`config.mk`:
```
export PLATFORM = sky130hd
export DESIGN_NAME = retraso_n_flat
export DESIGN_NICKNAME = d
export VERILOG_FILES = /design/src/rtl/retraso_n_pkg.sv /design/src/rtl/retraso_n_if.sv /design/src/rtl/retraso_n_etapa.sv /design/src/rtl/retraso_n.sv /design/src/flat_wrapper.sv
export SDC_FILE = /design/constraint.sdc
export NUM_CORES = 1
export LEC_CHECK = 0
export CORE_ASPECT_RATIO = 1.75
export CORE_MARGIN = 5
export CORE_UTILIZATION = 47
export DETAILED_ROUTE_END_ITERATION = 8
export GPL_TIMING_DRIVEN = 0
export PLACE_DENSITY = 0.71
export RECOVER_POWER = 25
export SYNTH_ARGS = -nofsm -noshare
export SYNTH_HDL_FRONTEND = slang
export SYNTH_SLANG_ARGS = --single-unit
```
`constraint.sdc`:
```
create_clock -name clk -period 3 [get_ports clk]
set_input_delay 0.75 -clock clk [delete_from_list [all_inputs] [get_ports clk]]
set_output_delay 0.75 -clock clk [all_outputs]
set_load 0.005 [all_outputs]
```
`src/rtl/retraso_n_pkg.sv`:
```
// Shared definitions for the retraso_n delay line: default sizing,
// pipeline operating modes and the delay_sel clamp helper.
package retraso_n_pkg;

  localparam int DEF_CHANNELS = 2;
  localparam int DEF_DATA_W   = 6;
  localparam int DEF_DEPTH    = 4;

  // What the stage registers do on the coming clock edge.
  typedef enum logic [1:0] {
    MODE_SHIFT = 2'b00,
    MODE_STALL = 2'b01,
    MODE_FLUSH = 2'b10
  } pipe_mode_e;

  // Flush wins over stall; otherwise stall freezes, else the line shifts.
  function automatic pipe_mode_e decode_mode(input logic stall, input logic flush);
    if (flush)
      return MODE_FLUSH;
    else if (stall)
      return MODE_STALL;
    else
      return MODE_SHIFT;
  endfunction

  // Requested delays beyond the physical depth behave as the full depth.
  function automatic int clamp_sel(input int sel, input int depth);
    return (sel > depth) ? depth : sel;
  endfunction

endpackage

```
`src/rtl/retraso_n_if.sv`:
```
// Push/data bundle between the arbiters (master side) and the delay line
// (slave side). Channel c occupies push bit c and data slice [c*DATA_W +: DATA_W].
interface retraso_n_if
  import retraso_n_pkg::*;
#(
  parameter int CHANNELS = DEF_CHANNELS,
  parameter int DATA_W   = DEF_DATA_W
);

  logic [CHANNELS-1:0]        push_in;
  logic [CHANNELS*DATA_W-1:0] data_in;
  logic [CHANNELS-1:0]        push_out;
  logic [CHANNELS*DATA_W-1:0] data_out;

  modport master (
    output push_in,
    output data_in,
    input  push_out,
    input  data_out
  );

  modport slave (
    input  push_in,
    input  data_in,
    output push_out,
    output data_out
  );

endinterface

```
`src/rtl/retraso_n_etapa.sv`:
```
// One channel of the delay line: DEPTH-stage push/data shift register,
// output tap mux, in-flight push counter and sticky overrun flag.
module retraso_n_etapa
  import retraso_n_pkg::*;
#(
  parameter int DATA_W = DEF_DATA_W,
  parameter int DEPTH  = DEF_DEPTH,
  parameter int SEL_W  = $clog2(DEPTH + 1),
  parameter int CNT_W  = $clog2(DEPTH + 1)
) (
  input  logic              clk,
  input  logic              reset,
  input  logic              stall,
  input  logic              flush,
  input  logic [SEL_W-1:0]  sel,        // already clamped to 0..DEPTH
  input  logic              push_in,
  input  logic [DATA_W-1:0] data_in,
  output logic              push_out,
  output logic [DATA_W-1:0] data_out,
  output logic [CNT_W-1:0]  in_flight,
  output logic              overrun
);

  logic              push_s [1:DEPTH];
  logic [DATA_W-1:0] data_s [1:DEPTH];
  logic [CNT_W-1:0]  cnt_q;
  logic              overrun_q;
  logic              tap_push;
  logic [DATA_W-1:0] tap_data;
  pipe_mode_e        mode;

  assign mode = decode_mode(stall, flush);

  // Stage registers, push accounting and overrun flag.
  always_ff @(posedge clk or posedge reset) begin
    if (reset) begin
      for (int k = 1; k <= DEPTH; k++) begin
        push_s[k] <= 1'b0;
        data_s[k] <= '0;
      end
      cnt_q     <= '0;
      overrun_q <= 1'b0;
    end else begin
      case (mode)
        MODE_FLUSH: begin
          // Only the push bits are discarded; stale data is harmless
          // because nothing downstream qualifies it without a push.
          for (int k = 1; k <= DEPTH; k++)
            push_s[k] <= 1'b0;
          cnt_q     <= '0;
          overrun_q <= 1'b0;
        end
        MODE_STALL: begin
          if (push_in)
            overrun_q <= 1'b1;
        end
        MODE_SHIFT: begin
          push_s[1] <= push_in;
          data_s[1] <= data_in;
          for (int k = 2; k <= DEPTH; k++) begin
            push_s[k] <= push_s[k-1];
            data_s[k] <= data_s[k-1];
          end
          case ({push_in, push_s[DEPTH]})
            2'b10:   cnt_q <= cnt_q + CNT_W'(1);
            2'b01:   cnt_q <= cnt_q - CNT_W'(1);
            default: cnt_q <= cnt_q;
          endcase
        end
        default: ;
      endcase
    end
  end

  // Tap select: sel=0 bypasses the input, otherwise read stage sel.
  always_comb begin
    tap_push = push_in;
    tap_data = data_in;
    for (int k = 1; k <= DEPTH; k++) begin
      if (int'(sel) == k) begin
        tap_push = push_s[k];
        tap_data = data_s[k];
      end
    end
  end

  // A stalled line never presents a push, whatever the tap.
  assign push_out  = tap_push & ~stall;
  assign data_out  = tap_data;
  assign in_flight = cnt_q;
  assign overrun   = overrun_q;

endmodule

```
`src/rtl/retraso_n.sv`:
```
// Multi-channel push/data delay line for the PCIe transmit path. Aligns
// push and data by 0..DEPTH cycles with global stall and flush, per-channel
// in-flight accounting and sticky overrun flags.
module retraso_n
  import retraso_n_pkg::*;
#(
  parameter int CHANNELS = DEF_CHANNELS,
  parameter int DATA_W   = DEF_DATA_W,
  parameter int DEPTH    = DEF_DEPTH,
  parameter int SEL_W    = $clog2(DEPTH + 1),
  parameter int CNT_W    = $clog2(DEPTH + 1)
) (
  input  logic                      clk,
  input  logic                      reset,
  input  logic                      stall,
  input  logic                      flush,
  input  logic [SEL_W-1:0]          delay_sel,
  retraso_n_if.slave                bus,
  output logic [CHANNELS*CNT_W-1:0] in_flight,
  output logic [CHANNELS-1:0]       overrun,
  output logic                      busy
);

  logic [SEL_W-1:0]           sel_eff;
  logic [CHANNELS-1:0]        push_out_w;
  logic [CHANNELS*DATA_W-1:0] data_out_w;

  assign sel_eff = SEL_W'(clamp_sel(int'(delay_sel), DEPTH));

  for (genvar c = 0; c < CHANNELS; c++) begin : g_ch
    retraso_n_etapa #(
      .DATA_W (DATA_W),
      .DEPTH  (DEPTH),
      .SEL_W  (SEL_W),
      .CNT_W  (CNT_W)
    ) u_etapa (
      .clk       (clk),
      .reset     (reset),
      .stall     (stall),
      .flush     (flush),
      .sel       (sel_eff),
      .push_in   (bus.push_in[c]),
      .data_in   (bus.data_in[c*DATA_W +: DATA_W]),
      .push_out  (push_out_w[c]),
      .data_out  (data_out_w[c*DATA_W +: DATA_W]),
      .in_flight (in_flight[c*CNT_W +: CNT_W]),
      .overrun   (overrun[c])
    );
  end

  assign bus.push_out = push_out_w;
  assign bus.data_out = data_out_w;

  // Busy whenever any channel still holds a queued push.
  always_comb begin
    busy = 1'b0;
    for (int c = 0; c < CHANNELS; c++)
      busy = busy | (|in_flight[c*CNT_W +: CNT_W]);
  end

endmodule

```
`src/flat_wrapper.sv`:
```
// flat-port wrapper written by rule: the top's interface ports become plain ports
module retraso_n_flat import retraso_n_pkg::*;
#(
  parameter int CHANNELS = DEF_CHANNELS,
  parameter int DATA_W   = DEF_DATA_W,
  parameter int DEPTH    = DEF_DEPTH,
  parameter int SEL_W    = $clog2(DEPTH + 1),
  parameter int CNT_W    = $clog2(DEPTH + 1)
)
  (clk, reset, stall, flush, delay_sel, in_flight, overrun, busy, bus_push_in, bus_data_in, bus_push_out, bus_data_out);
  retraso_n_if #(.CHANNELS(CHANNELS), .DATA_W(DATA_W)) bus_i ();
  input  logic clk;
  input  logic reset;
  input  logic stall;
  input  logic flush;
  input  logic [SEL_W-1:0] delay_sel;
  output logic [CHANNELS*CNT_W-1:0] in_flight;
  output logic [CHANNELS-1:0] overrun;
  output logic busy;
  input wire logic [$bits(bus_i.push_in)-1:0] bus_push_in;
  input wire logic [$bits(bus_i.data_in)-1:0] bus_data_in;
  output wire logic [$bits(bus_i.push_out)-1:0] bus_push_out;
  output wire logic [$bits(bus_i.data_out)-1:0] bus_data_out;
  assign bus_i.push_in = bus_push_in;
  assign bus_i.data_in = bus_data_in;
  assign bus_push_out = bus_i.push_out;
  assign bus_data_out = bus_i.data_out;
  retraso_n #(.CHANNELS(CHANNELS), .DATA_W(DATA_W), .DEPTH(DEPTH), .SEL_W(SEL_W), .CNT_W(CNT_W)) u_core (.clk(clk), .reset(reset), .stall(stall), .flush(flush), .delay_sel(delay_sel), .bus(bus_i), .in_flight(in_flight), .overrun(overrun), .busy(busy));
endmodule
```
==> flow_metrics.py <==
metrics = {
    "run_status": {
        "outcome": "completed",
    },
    "sta": {
        "hold-worst-slack_ns": 0.4975,
        "tightest_slew_ns": 1.028,
        "period_share": 0.9860,
        "rsz0062_at_grt": "no",
        "finalClockSkew_ns": 0.009392,
        "slew_violations": 0,
        "finalCriticalPeriod_ns": 2.958,
        "relSlewSlack": 0.3136,
        "setup_ws_ns": 0.04186,
        "tns_ns": 0,
        "max_freq_ghz": 0.3381,
        "hold_violations": 0,
        "setup_violations": 0,
    },
    "place": {
        "dp_worst_setup_slack_ns": -0.6830,
        "port_buffers": 42,
        "hpwl_mm": 4.524,
        "gp_congestion": 0.7267,
        "dpl_cell_area_sq_mm": 0.003586,
    },
    "cells_and_area": {
        "fin_nets": 328,
        "design_area_sq_mm": 0.003865,
        "antennaDiodeCount": 0,
        "regArea_sq_mm": 0.001602,
        "fillCellCount": 537,
        "syn2layout_area_growth_pct": 26.91,
        "drive_gt1_frac": 0.3333,
        "multi_input_area_sq_mm": 0.001350,
    },
    "setup_path": {
        "reg2reg_slack_ns": 0.90,
        "cp_max_fo": 10,
        "cp_cell_sequence": "dlygate4sd2_1 -> buf_6 -> buf_12 -> or2b_1 -> buf_6 -> o22ai_2 -> o31ai_2 -> dlygate4sd2_1",
        "arrival_ns": 2.21,
        "slowest_delay_ns": 0.30,
        "critPathRequiredTime_ns": 2.25,
        "startpoint_type": "input port",
        "end_kind": "primary output",
        "worstSetupPathType": "input port to primary output",
        "cp_slowest_cell": "dlygate4sd2_1",
    },
    "floorplan": {
        "floorplan.initialDensity": 0.4852,
        "die_w_microns": 70.85,
        "core_sq_mm": 0.006276,
        "num_rows": 38,
        "die_h_microns": 116.5,
        "io_pins": 44,
        "dieArea_sq_mm": 0.008253,
    },
    "clock_network": {
        "cts_buffer_depth": 2,
        "cts.sinks": 64,
        "cts_tree": "done",
        "clock_latency_ns": 0.34,
        "clockRootBuffer": "clkbuf_8",
        "numCtsBuffers": 9,
        "h-tree-depth": 3,
        "clk_pin_slew_ns": 0.07,
        "ctsHoldBuffers": 0,
    },
    "global_route": {
        "grt_overflow_total": 0,
        "grt_pass1_wl_mm": 10.86,
        "antenna_found_initial": 0,
        "grt_pass1_vias": 2263,
        "grt_usage": 0.1717,
        "grt_max_degree": 38,
    },
    "yosys": {
        "synthCells": 245,
        "synth.most_common_cell": "dfrtp_1",
        "ys_seq_elements": 64,
        "synth.area.top_cells": "dfrtp_1 53%, mux2_2 19%, o22ai_1 4.1%",
        "synthArstFlopShare": 1.000,
        "avgSynthCellArea_sq_um": 12.43,
        "ys_types": 32,
        "syn_nets": 269,
        "synth_flop_cell": "dfrtp_1",
        "synth_common_cells": "64 x dfrtp_1, 51 x mux2_2, 20 x o22ai_1",
        "yosysWarnings": 0,
        "synth_top_area_frac": 0.5259,
        "netlist_area_sq_mm": 0.003045,
        "synth_edf_count": 0,
        "synth_top_cell_by_area": "dfrtp_1",
        "synth-seq-area-share": 0.5259,
    },
    "run": {
        "cap_violations": 0,
    },
    "power": {
        "ir_worst_vdd_uv": 411.9,
        "p_leak_nw": 1.694,
        "p_per_area_mw_per_mm2": 630.0,
    },
    "detailed_routing": {
        "drtIter0Drc": 130,
        "drt-total-wl_mm": 6.580,
        "viasPerCell": 5.571,
        "route.detailed.drc": 0,
        "num_vias": 2167,
        "ant_nets": 0,
        "routedWlPerCell_microns": 16.92,
        "drt-pass1-iter-count": 4,
    },
    "hold_path": {
        "hold_class": "flop to flop",
    },
}
==> cells by family after synthesis <==
group,synth area share
AO/OA/AOI/OAI,0.1060
XOR/XNOR,0.008629
adder cells (fa/ha/maj),0.01726
buffers and inverters,0.04437
flip-flops,0.5259
multiplexers,0.2297
AND/OR/NAND/NOR,0.06821
==> cell usage in the layout (no fill, tap or decap), drive strengths merged, types with 3 or more instances in the layout <==
cell,count
dfrtp,64
clkdlybuf4s15,3
xnor2,3
nor2,15
o22ai,20
clkdlybuf4s50,22
clkbuf,20
o21ai,3
buf,23
nand2,12
o31ai,11
nor2b,6
mux2i,8
mux2,51
dlygate4sd2,11
a21oi,7
==> registers in the layout, indices dropped and copies added (netlist names) <==
name                           flops
u_core.g_ch.u_etapa.data_s        48
u_core.g_ch.u_etapa.push_s         8
u_core.g_ch.u_etapa.in_flight      6
u_core.g_ch.u_etapa.overrun        2
==> worst paths after layout <==
kind                                                  start                                  end  cells past startpoint
max in group asynchronous                             reset    u_core.g_ch[1].u_etapa.data_s[12]                      3
max reg2reg                u_core.g_ch[0].u_etapa.push_s[0]  u_core.g_ch[0].u_etapa.in_flight[2]                      5
max                                            delay_sel[1]                      bus_data_out[1]                      8
min                          u_core.g_ch[0].u_etapa.overrun       u_core.g_ch[0].u_etapa.overrun                      2
min reg2reg                  u_core.g_ch[0].u_etapa.overrun       u_core.g_ch[0].u_etapa.overrun                      2
min in group asynchronous                             reset  u_core.g_ch[0].u_etapa.in_flight[1]                      2
==> report_power, final <==
group,internal (mW),leakage [nW],switching (mW)
Combinational,0.312,0.803,0.190
Clock,0.427,0.103,0.318
Sequential,1.06,0.787,0.130
Total,1.80,1.69,0.639
==> repair_timing <==
item	in CTS	in global routing
endpoints found under the setup margin	14	11
pin swaps	7	5
resized for setup	32	12
buffers inserted	6	0
cloned	1	0
==> through the flow <==
stage / total power, mW / util / std cells
after floorplan: 1.493 / - / 245
after global placement: 1.700 / 0.5682 / 367
after detailed placement: 1.726 / 0.5714 / 368
after CTS: 2.462 / 0.6170 / 389
after global routing: 2.573 / 0.6158 / 389
final: 2.435 / 0.6158 / 389
==> critical path: cells and delay by family <==
family / cells / cell delay (ns)
AOI/OAI and AO/OA: 2 / 0.26
buffers and inverters: 5 / 0.97
and+or+nand+nor: 1 / 0.23
==> layer usage <==
layer	vias to the layer above	share of wire	global-route usage	wire length [microns]
met5	-	0	0	0
met4	0	0.022	0.08281	148
met3	10	0.039	0.04134	257
met2	53	0.55	0.3125	3637
met1	1098	0.39	0.1844	2537
li1	1006	-	-	-
==> cell type report <==
cell class / instances / area share
multi-input cells: 158 / 0.3493
repair buffers: 50 / 0.1195
well taps: 80 / 0.02590
flip-flops and latches: 64 / 0.4144
plain buffers: 19 / 0.03755
clock inverters: 3 / 0.01036
clock buffers: 13 / 0.04111
inverters: 2 / 0.001942
Power figures use the tool's default switching activity.
